## config.mk

```make
export PLATFORM = sky130hd
export DESIGN_NAME = branch_predictor
export DESIGN_NICKNAME = d
export VERILOG_FILES = /design/src/rtl/branch_predictor_pkg.sv /design/src/rtl/branch_predictor_sat_ctr2.sv /design/src/rtl/branch_predictor.sv
export SDC_FILE = /design/constraint.sdc
export NUM_CORES = 1
export LEC_CHECK = 0
export ABC_AREA = 0
export CORE_UTILIZATION = 50
export DETAILED_ROUTE_END_ITERATION = 8
export HOLD_SLACK_MARGIN = 0.05
export PLACE_DENSITY = 0.77
export REMOVE_ABC_BUFFERS = 1
export SLEW_MARGIN = 40
export SYNTH_ARGS = -nofsm -noshare
export SYNTH_HDL_FRONTEND = slang
export SYNTH_HIERARCHICAL = 1
export SYNTH_SLANG_ARGS = --single-unit
```

## constraint.sdc

```tcl
create_clock -name clk -period 4 [get_ports clk]
set_input_delay 0.6 -clock clk [delete_from_list [all_inputs] [get_ports clk]]
set_output_delay 0.6 -clock clk [all_outputs]
set_load 0.05 [all_outputs]
```

## src/rtl/branch_predictor_pkg.sv

```systemverilog
// Shared definitions for the branch predictor: default sizes and the
// 2-bit saturating counter encodings used by every table entry.
package branch_predictor_pkg;

   localparam int DEF_DATA_W  = 16;
   localparam int DEF_ENTRIES = 8;
   localparam int DEF_STAT_W  = 16;

   typedef enum logic [1:0] {
      CTR_SNT = 2'b00,
      CTR_WNT = 2'b01,
      CTR_WT  = 2'b10,
      CTR_ST  = 2'b11
   } ctr_e;

   // Counter value of every entry after reset (weakly not-taken).
   localparam ctr_e CTR_RESET = CTR_WNT;

   // Counter value written when a taken branch claims a new entry.
   localparam ctr_e CTR_ALLOC = CTR_WT;

endpackage

```

## src/rtl/branch_predictor_sat_ctr2.sv

```systemverilog
// Next-state logic for a 2-bit saturating taken/not-taken counter.
module sat_ctr2
   import branch_predictor_pkg::*;
(
   input  logic [1:0] ctr_i,
   input  logic       taken_i,
   output logic [1:0] ctr_o
);

   // Step toward the observed direction, sticking at either end.
   always_comb begin
      ctr_o = ctr_i;
      if (taken_i) begin
         if (ctr_i != CTR_ST) begin
            ctr_o = ctr_i + 2'd1;
         end
      end else begin
         if (ctr_i != CTR_SNT) begin
            ctr_o = ctr_i - 2'd1;
         end
      end
   end

endmodule

```

## src/rtl/branch_predictor.sv

```systemverilog
// Direct-mapped branch target buffer with 2-bit direction counters.
// Fetch looks up combinationally; decode resolves, detects mispredicts
// and trains the table on the following rising edge.
module branch_predictor
   import branch_predictor_pkg::*;
#(
   parameter int DATA_W  = DEF_DATA_W,
   parameter int ENTRIES = DEF_ENTRIES,
   parameter int STAT_W  = DEF_STAT_W
) (
   input  logic              clk,
   input  logic              rst,
   input  logic [DATA_W-1:0] lookup_pc_F,
   output logic              pred_taken_F,
   output logic [DATA_W-1:0] pred_target_F,
   input  logic              res_valid_D,
   input  logic [DATA_W-1:0] res_pc_D,
   input  logic              res_pred_taken_D,
   input  logic [DATA_W-1:0] res_pred_target_D,
   input  logic              res_taken_D,
   input  logic [DATA_W-1:0] res_target_D,
   output logic              mispredict,
   output logic [DATA_W-1:0] recover_pc,
   output logic [STAT_W-1:0] branch_cnt,
   output logic [STAT_W-1:0] mispredict_cnt
);

   localparam int IDX_W = $clog2(ENTRIES);
   localparam int TAG_W = DATA_W - IDX_W - 1;

   logic              valid_q  [ENTRIES];
   logic              valid_d  [ENTRIES];
   logic [TAG_W-1:0]  tag_q    [ENTRIES];
   logic [TAG_W-1:0]  tag_d    [ENTRIES];
   logic [DATA_W-1:0] target_q [ENTRIES];
   logic [DATA_W-1:0] target_d [ENTRIES];
   logic [1:0]        ctr_q    [ENTRIES];
   logic [1:0]        ctr_d    [ENTRIES];

   logic [STAT_W-1:0] branch_cnt_q, branch_cnt_d;
   logic [STAT_W-1:0] mispredict_cnt_q, mispredict_cnt_d;

   logic [IDX_W-1:0]  lk_idx;
   logic [TAG_W-1:0]  lk_tag;
   logic              lk_hit;
   logic [IDX_W-1:0]  res_idx;
   logic [TAG_W-1:0]  res_tag;
   logic              res_hit;
   logic [1:0]        ctr_upd;

   // Bit 0 of a PC never selects an entry because instructions are halfword aligned.
   logic unused_pc_bit0;
   assign unused_pc_bit0 = lookup_pc_F[0] ^ res_pc_D[0];

   assign lk_idx  = lookup_pc_F[IDX_W:1];
   assign lk_tag  = lookup_pc_F[DATA_W-1:IDX_W+1];
   assign res_idx = res_pc_D[IDX_W:1];
   assign res_tag = res_pc_D[DATA_W-1:IDX_W+1];

   sat_ctr2 u_sat_ctr2 (
      .ctr_i   (ctr_q[res_idx]),
      .taken_i (res_taken_D),
      .ctr_o   (ctr_upd)
   );

   // Fetch-side lookup reads the registered table directly, so a same-cycle
   // update is never visible until after the edge.
   always_comb begin
      lk_hit        = valid_q[lk_idx] && (tag_q[lk_idx] == lk_tag);
      pred_taken_F  = lk_hit && ctr_q[lk_idx][1];
      pred_target_F = lk_hit ? target_q[lk_idx] : '0;
   end

   // Decode-side check of the piped prediction against the real outcome.
   always_comb begin
      res_hit    = valid_q[res_idx] && (tag_q[res_idx] == res_tag);
      mispredict = res_valid_D &&
                   ((res_taken_D != res_pred_taken_D) ||
                    (res_taken_D && (res_pred_target_D != res_target_D)));
      recover_pc = '0;
      if (mispredict) begin
         recover_pc = res_taken_D ? res_target_D : (res_pc_D + DATA_W'(2));
      end
   end

   // Training: hits move the counter and refresh the target on taken,
   // taken misses evict whatever lived in that slot.
   always_comb begin
      valid_d  = valid_q;
      tag_d    = tag_q;
      target_d = target_q;
      ctr_d    = ctr_q;
      if (res_valid_D) begin
         if (res_hit) begin
            ctr_d[res_idx] = ctr_upd;
            if (res_taken_D) begin
               target_d[res_idx] = res_target_D;
            end
         end else if (res_taken_D) begin
            valid_d[res_idx]  = 1'b1;
            tag_d[res_idx]    = res_tag;
            target_d[res_idx] = res_target_D;
            ctr_d[res_idx]    = CTR_ALLOC;
         end
      end
   end

   // Saturating statistics so long runs never wrap back to small values.
   always_comb begin
      branch_cnt_d     = branch_cnt_q;
      mispredict_cnt_d = mispredict_cnt_q;
      if (res_valid_D && (branch_cnt_q != '1)) begin
         branch_cnt_d = branch_cnt_q + STAT_W'(1);
      end
      if (mispredict && (mispredict_cnt_q != '1)) begin
         mispredict_cnt_d = mispredict_cnt_q + STAT_W'(1);
      end
   end

   // State register; reset wins over any resolve in the same cycle.
   always_ff @(posedge clk) begin
      if (rst) begin
         for (int i = 0; i < ENTRIES; i++) begin
            valid_q[i]  <= 1'b0;
            tag_q[i]    <= '0;
            target_q[i] <= '0;
            ctr_q[i]    <= CTR_RESET;
         end
         branch_cnt_q     <= '0;
         mispredict_cnt_q <= '0;
      end else begin
         valid_q          <= valid_d;
         tag_q            <= tag_d;
         target_q         <= target_d;
         ctr_q            <= ctr_d;
         branch_cnt_q     <= branch_cnt_d;
         mispredict_cnt_q <= mispredict_cnt_d;
      end
   end

   assign branch_cnt     = branch_cnt_q;
   assign mispredict_cnt = mispredict_cnt_q;

endmodule

```

==> flow_summary.yaml, run 1 <==
synth:
  yosys.area_share.adder_pct: 0.420
  netlist_area_mm2: 0.0143
  yosys.area_share.xor_xnor_pct: 4.71
  async_flop_share_pct: 0
  syn_avg_cell_area_um2: 8.66
  synth_simple_gate_area_share_pct: 19.1
  synth-seq-cells: 280
  synth_ff_type: "dfxtp_1"
  synth_edf_count: 0
  synth_top_family_by_area: "simple AND/OR/NAND/NOR gates"
  synth-compound-area-share_pct: 14.5
  seq_area_frac_synth_pct: 39.2
  syn_inst: 1652
  synthMuxAreaShare_pct: 17.7
  ys_warn_count: 6
  ys_types: 48
worst_hold_path:
  holdPathEnd: "target_q[45]$_SDFFE_PP0P_"
  hold_path_depth: 2
  min_from: "target_q[45]$_SDFFE_PP0P_"
  hold_path.class: "register to register"
clock_network:
  cts_tree: "done"
  numCtsBuffers: 30
  clk_latency_ns: 0.56
  clk_pin_slew_ns: 0.06
  cts_num_sinks: 280
  cts_max_path_buffers: 3
  post_cts_buffers: 0
  clock-root-buffer: "clkbuf_16"
  htreeDepth: 1
global_routing:
  grt_first_pass_wirelength_mm: 69.0
  grt_pass1_vias: 12753
  overflow: 0
  grt_max_degree: 86
  grt_antenna_before_repair: 0
  grt_usage_pct: 30.2
route:
  drt_iter0_markers: 1742
  via_per_inst: 5.99
  finalWirelength_mm: 44.2
  firstDrtPassIters: 5
  wl_per_cell_um: 20.4
  route.vias.total: 12967
  drc: 0
  antenna_left: 0
die:
  start_util_pct: 51.2
  core-area_mm2: 0.0279
  fp.dieW_um: 171
  boundaryPins: 135
  row_count: 61
  die_h_um: 171
  dieArea_mm2: 0.0293
finish:
  layout-drive-gt1-share_pct: 14.9
  nNetsFinal: 1836
  area_growth_pct: 22.6
  n_fill_cell: 2292
  seq_area_mm2: 0.00561
  multi_input_area_mm2: 0.00812
  post-route-cell-area_mm2: 0.0175
  final_cells: 2164
  n_antenna_cell: 0
critical_path:
  reg2reg_from: "tag_q[33]$_SDFFE_PP0P_"
  crit_path_end_kind: "output port"
  r2r_end: "tag_q[34]$_SDFFE_PP0P_"
  reg2regPathDepth: 10
  cp_data_required_time_ns: 3.40
  crit_start: "res_pc_D[3]"
  reg2reg_slack_ns: 0.90
  worst-path-max-fanout: 24
  cp-start-kind: "input pin"
  crit_type: "input pin to output port"
  crit_arrival_ns: 3.25
sta:
  final-setup-viol-count: 0
  rsz0062_at_grt: "false"
  max_freq_mhz: 260
  clock_skew_ns: 0.0111
  min_period_ns: 3.85
  finalCritPeriodShare_pct: 96.3
  worst_pin_slew_ns: 0.799
  slew-limit-headroom_pct: 46.6
  setup_ws_ns: 0.148
  drv_slew: 0
  hold_viol: 0
power:
  peakVddDrop_uv: 315
  p_leak_nw: 6.22
  cellPowerDensity_mw_per_mm2: 358
status:
  outcome: "finished, final reports clean"
placed_design:
  pre_cts_ws_ns: 0.133
  dp_hpwl_mm: 28.4
  io_buffer_count: 133
  numPlacedInstances: 2110
  gp_congestion: 0.850
  dpl-instance-area_mm2: 0.0166
run:
  maxCapViolCount: 0
-- final cells by class --
type                            instances  share of cell area [%]
Clock buffer                           42                    4.77
Clock inverter                         12                   0.728
Inverter                               15                   0.321
Multi-Input combinational cell       1218                    46.3
Sequential cell                       280                    32.0
Tap cell                              378                    2.70
Timing Repair Buffer                  219                    13.2
-- cell usage after synthesis, drive strengths merged (5+ instances only) --
cell / count / share of area [%]
mux2i: 77 / 5.4
nand4: 10 / 0.44
buf: 28 / 1.1
mux4: 76 / 12
and3: 12 / 0.52
nand2b: 42 / 1.8
nand2: 289 / 7.6
a21oi: 154 / 5.4
dfxtp: 280 / 39
o22ai: 8 / 0.35
and2: 6 / 0.26
o21ai: 186 / 6.5
clkbuf: 111 / 2.9
a311o: 8 / 0.56
xor2: 25 / 1.5
nand3: 32 / 1.1
o31ai: 5 / 0.26
nor2: 90 / 2.4
xnor2: 52 / 3.2
or3: 6 / 0.26
nor3: 9 / 0.31
o21bai: 8 / 0.42
inv: 14 / 0.37
nor2b: 87 / 3.8
-- cell usage in the layout (no fill, tap or decap), types with 7 or more instances in the layout --
master / synthesis / layout
o22ai_1: 8 / 8
a21oi_1: 154 / 154
mux2i_1: 77 / 77
buf_4: 1 / 87
and3_1: 12 / 12
o21ai_0: 178 / 178
nand2_1: 289 / 289
dfxtp_1: 280 / 280
clkdlybuf4s50_1: 0 / 93
o21ai_1: 8 / 8
nor2_1: 90 / 90
nand3_1: 32 / 32
xnor2_1: 52 / 51
nor2b_1: 87 / 87
a311o_1: 8 / 8
clkbuf_1: 111 / 8
o21bai_1: 8 / 8
xor2_1: 25 / 25
buf_12: 0 / 34
nand2b_1: 42 / 42
clkinv_2: 0 / 7
nand4_1: 10 / 10
inv_1: 14 / 14
mux4_2: 76 / 76
clkbuf_16: 0 / 30
-- routing by layer --
| metal | vias up | part of all wire, % | GRT usage, % |
|---|---|---|---|
| met5 | - | 0 | 0 |
| met4 | 0 | 4.4 | 14.5 |
| met3 | 151 | 9.6 | 4.74 |
| met2 | 706 | 47 | 49.3 |
| met1 | 6166 | 39 | 39.2 |
| li1 | 5944 | - | - |
-- where the power goes --
group          total [mW]  internal, mW  switching (mW)  leakage [nW]
Clock                2.73          1.58            1.15         0.475
Combinational       0.694         0.285           0.410          3.48
Sequential           2.85          2.83          0.0267          2.26
Total                6.28          4.69            1.58          6.22
-- worst max-delay path, cell delays in order --
cell and delay (ns):
clkdlybuf4s50_1 0.51, buf_12 0.17, buf_4 0.31, nand3_1 0.11, nor2_1 0.21, and3_1 0.23, and3_1 0.20, nand3_1 0.13
xnor2_2 0.28, mux2i_1 0.12, nor2_1 0.19, buf_12 0.17
-- stage by stage --
stage                     power, mW  setup TNS, ns  util, %  hold slack (ns)
after floorplan                3.19         -86.39        -            0.427
after global placement         3.58              0     59.2            0.439
after detailed placement       3.59              0     59.3            0.444
after CTS                      6.27              0     62.7            0.454
after global routing           6.46              0     62.8            0.468
final                          6.28              0     62.8            0.453
-- registers in the layout, indices dropped and copies added, names as in the netlist --
register        count
tag_q              96
branch_cnt         16
mispredict_cnt     16
target_q          128
ctr_q              16
valid_q             8
-- cell families after synthesis --
group                    Yosys count
buffers and inverters            154
flip-flops                       280
multiplexers                     157
adder cells (fa/ha/maj)            5
XOR/XNOR                          77
AO/OA/AOI/OAI                    386
AND/OR/NAND/NOR                  593
-- repair_timing --
item                       in CTS  in global routing
hold buffers                    0                  0
setup endpoints to repair       0                  1
gates resized for setup         0                  1
-- worst max path at each step --
stage / end / cells past startpoint
4_1_cts: recover_pc[15] / 12
6_report: recover_pc[15] / 12
3_5_place_dp: ctr_q[6]$_SDFFE_PP1P_ / 12
2_1_floorplan: valid_q[7]$_SDFFE_PP0P_ / 8
5_1_grt: recover_pc[14] / 12
3_3_place_gp: tag_q[46]$_SDFFE_PP0P_ / 13
Note: power is estimated with default switching activity, not from simulation.
==> run 2: changes to the inputs <==
Settings changed: ABC_CLOCK_PERIOD_IN_PS set to 4000, CORE_MARGIN set to 1.5.
==> flow_summary.yaml, run 2 (synthesis results as in run 1) <==
status:
  outcome: "finished, final reports clean"
route:
  antenna_left: 0
  finalWirelength_mm: 44.4
  route.vias.total: 13123
  drt_iter0_markers: 1597
  wl_per_cell_um: 20.5
  firstDrtPassIters: 6
  via_per_inst: 6.07
  drc: 0
finish:
  n_antenna_cell: 0
  nNetsFinal: 1832
  mostFrequentLayoutCell: "nand2_1"
  n_fill_cell: 2267
  top_register: "target_q"
  top_regs: "target_q (128), tag_q (96)"
  area_growth_pct: 22.9
  post-route-cell-area_mm2: 0.0176
  multi_input_area_mm2: 0.00810
  largest_register_ffs: 128
  final_cell_mix: "nand2_1 (289), dfxtp_1 (280), o21ai_0 (178), a21oi_1 (154), clkdlybuf4s50_1 (93)"
  utilization_pct: 62.8
  layout-drive-gt1-share_pct: 14.7
  seq_area_mm2: 0.00561
critical_path:
  worst-path-max-fanout: 9
  crit_path_end_kind: "output port"
  cp_cell_sequence: "clkdlybuf4s50_1, buf_4, ha_1, nand3_1, nor2_1, and3_1, and3_1, nand3_1, xnor2_1, mux2i_1, nor2_1, buf_12"
  cp-start-kind: "input pin"
  cpLargestDelayFamily: "simple AND/OR/NAND/NOR gates"
  slowest_delay_ns: 0.45
  reg2reg_slack_ns: 0.97
  crit_arrival_ns: 3.30
  slowest_stage: "clkdlybuf4s50_1"
  cp_data_required_time_ns: 3.40
  crit_type: "input pin to output port"
  critPathBufInv: 3
placed_design:
  dpl-instance-area_mm2: 0.0166
  dp_hpwl_mm: 27.9
  gp_congestion: 0.878
  io_buffer_count: 133
clock_network:
  hold_buffers: 0
  cts_num_sinks: 280
  clk_pin_slew_ns: 0.06
  clock-root-buffer: "clkbuf_16"
  post_cts_buffers: 0
  numCtsBuffers: 29
  cts_max_path_buffers: 3
  clk_latency_ns: 0.55
  cts_tree: "done"
  post_cts_resized: 0
  htreeDepth: 1
die:
  fp.dieW_um: 172
  die_h_um: 172
  dieArea_mm2: 0.0296
  core-area_mm2: 0.0280
  boundaryPins: 135
  start_util_pct: 51.1
  row_count: 61
global_routing:
  grt.met3_usage_pct: 4.90
  overflow: 0
  use_met1_pct: 38.6
  grt_max_degree: 155
  busiest_layer: "met2"
  met2_usage_pct: 48.1
  grt_antenna_before_repair: 0
  grt_first_pass_wirelength_mm: 68.4
  grt_usage_pct: 29.9
  grt_pass1_vias: 12771
sta:
  finalCritPeriodShare_pct: 97.6
  drv_slew: 0
  setup-tns-final_ns: 0
  clock_skew_ns: 0.00840
  holdWs_ns: 0.453
  max_freq_mhz: 256
  hold_viol: 0
  worst_pin_slew_ns: 0.805
  min_period_ns: 3.90
  rsz0062_at_grt: "false"
  final-setup-viol-count: 0
  slew-limit-headroom_pct: 46.2
power:
  cellPowerDensity_mw_per_mm2: 363
  p_leak_nw: 6.24
  peakVddDrop_uv: 275
worst_hold_path:
  hold_path.class: "register to register"
run:
  maxCapViolCount: 0
-- run 2: power by group --
group	switching, mW	internal [mW]
clock network	1.13	1.70
logic	0.411	0.284
registers	0.0261	2.83
-- run 2: worst paths after layout --
path / to / startpoint / depth (start not counted)
hold reg to reg: target_q[92]$_SDFFE_PP0P_ / target_q[92]$_SDFFE_PP0P_ / 2
hold / removal: target_q[92]$_SDFFE_PP0P_ / target_q[92]$_SDFFE_PP0P_ / 2
setup reg to reg: tag_q[65]$_SDFFE_PP0P_ / tag_q[9]$_SDFFE_PP0P_ / 10
setup / recovery: recover_pc[15] / res_pc_D[2] / 12
-- run 2: final cells by class --
cell class,instances,share of cell area (%)
inverters,15,0.320
multi-input cells,1218,46.1
flip-flops and latches,280,31.9
well taps,378,2.69
repair buffers,216,13.4
clock buffers,42,4.74
clock inverters,12,0.946
-- run 2: tightest hold or removal path, cell delays in order, from the launching register on --
cell	delay (ns)
dfxtp_1	0.31
nand2_1	0.05
a21oi_1	0.05
-- run 2: metal layers --
metal / routed length, µm / share of wire [%]
met1: 17000 / 38
met2: 20500 / 46
met3: 4370 / 9.8
met4: 2460 / 5.5
met5: 0 / 0
-- run 2: metrics by stage --
stage	worst slack [ns]	power, mW	cells
floorplan	-1.46	3.19	1513
finish	0.0973	6.38	2161
detailed placement	0.101	3.60	2107
CTS	0.170	6.39	2161
global route	0.0463	6.56	2161
global placement	0.171	3.58	2107
==> run 3: changes to the inputs <==
Settings changed: CTS_BUF_LIST set to sky130_fd_sc_hd__clkbuf_4.
==> flow_summary.yaml, run 3 (synthesis results as in run 1) <==
finish:
  layout-drive-gt1-share_pct: 17.8
  area_growth_pct: 22.6
  top_register: "target_q"
  top_regs: "target_q (128), tag_q (96)"
  final_cell_mix: "nand2_1 (289), dfxtp_1 (280), o21ai_0 (178), a21oi_1 (154), clkbuf_4 (106)"
  mostFrequentLayoutCell: "nand2_1"
  utilization_pct: 62.6
  nNetsFinal: 1878
  largest_register_ffs: 128
clock_network:
  clk_latency_ns: 0.71
  hold_buffers: 0
  cts_max_path_buffers: 3
  post_cts_buffers: 0
  cts_tree: "done"
  clk_pin_slew_ns: 0.07
  post_cts_resized: 0
  cts_num_sinks: 280
  clock-root-buffer: "clkbuf_4"
  numCtsBuffers: 75
  htreeDepth: 3
global_routing:
  grt_antenna_before_repair: 1
  grt_usage_pct: 30.4
  grt_max_degree: 155
  grt_pass1_vias: 13065
  grt_first_pass_wirelength_mm: 69.0
  overflow: 0
die:
  row_count: 61
  boundaryPins: 135
  fp.dieW_um: 172
  start_util_pct: 51.1
  dieArea_mm2: 0.0296
  die_h_um: 172
  core-area_mm2: 0.0280
critical_path:
  crit_arrival_ns: 3.21
  cpMostUsedCell: "buf_12"
  worst-path-max-fanout: 17
  slowest_stage: "mux4_2"
  cp_cell_sequence: "mux4_2, mux2i_1, xnor2_1, nor4_1, nand4_1, buf_12, nor2_1, buf_12"
  cp-start-kind: "register"
  crit_type: "register to output port"
  crit_path_end_kind: "output port"
  cp_data_required_time_ns: 3.40
  slowest_delay_ns: 0.46
route:
  wl_per_cell_um: 20.0
  wl_met2_mm: 20.9
  via_per_inst: 5.98
  drt_iter0_markers: 1455
  drc: 0
  top_layer_used: "met4"
  antenna_left: 0
  firstDrtPassIters: 6
  wl_met1_mm: 17.0
  route.met3.wl_mm: 4.50
  route.vias.total: 13361
  finalWirelength_mm: 44.7
worst_hold_path:
  hold_path.class: "register to register"
sta:
  final-setup-viol-count: 0
  finalCritPeriodShare_pct: 95.3
  clock_skew_ns: 0.0386
  rsz0062_at_grt: "false"
  min_period_ns: 3.81
  slew-limit-headroom_pct: 48.2
  setup_ws_ns: 0.189
  worst_pin_slew_ns: 0.771
  hold_viol: 0
  drv_slew: 0
  max_freq_mhz: 262
placed_design:
  pre_cts_ws_ns: 0.101
  gp_congestion: 0.878
  io_buffer_count: 133
  dp_hpwl_mm: 27.9
run:
  maxCapViolCount: 0
status:
  outcome: "finished, final reports clean"
power:
  finalPower_mw: 6.11
  peakVddDrop_uv: 187
  cellPowerDensity_mw_per_mm2: 348
  p_leak_nw: 6.30
-- run 3: layer usage --
metal,up-vias,track usage (%)
li1,6071,-
met1,6348,38.3
met2,788,48.3
met3,154,5.95
met4,0,18.6
met5,-,0
-- run 3: area by class of cell --
class                   count  area, µm²
diodes                      1       2.50
clock buffers             106        796
clock inverters            22        160
fillers                  2297      10500
inverters                  15       56.3
multi-input cells        1218       8100
flip-flops and latches    280       5610
well taps                 378        473
repair buffers            216       2350
-- run 3: stage by stage --
| step | instance area, µm² | TNS [ns] | instances | hold slack [ns] |
|---|---|---|---|---|
| after global routing | 17500 | 0 | 2236 | 0.467 |
| after global placement | 16600 | 0 | 2107 | 0.438 |
| after floorplan | 13700 | -86.39 | 1513 | 0.427 |
| after detailed placement | 16600 | 0 | 2107 | 0.444 |
| after CTS | 17500 | 0 | 2235 | 0.452 |
| final | 17500 | 0 | 2236 | 0.453 |
-- run 3: worst paths after layout --
path                                                 start  slack [ns]                         end  depth (start not counted)
worst max-delay path                tag_q[11]$_SDFFE_PP0P_        0.19            pred_target_F[4]                          8
worst min-delay path            target_q[117]$_SDFFE_PP0P_        0.45  target_q[117]$_SDFFE_PP0P_                          2
worst max register to register       tag_q[9]$_SDFFE_PP0P_        1.00      tag_q[93]$_SDFFE_PP0P_                         10
worst min register to register  target_q[117]$_SDFFE_PP0P_        0.45  target_q[117]$_SDFFE_PP0P_                          2
-- run 3: power by group --
group / switching [mW] / total (mW) / leakage [nW] / internal, mW
Clock: 1.21 / 2.57 / 0.557 / 1.36
Sequential: 0.0262 / 2.85 / 2.26 / 2.83
Combinational: 0.410 / 0.694 / 3.49 / 0.284
-- run 3: worst max-delay path: cells and delay by family, from the launching register on --
family,cells,cell delay [ns]
XOR/XNOR,1,0.12
buffers and inverters,2,0.39
multiplexers,2,0.80
AND/OR/NAND/NOR,3,0.86
flip-flops,1,0.32
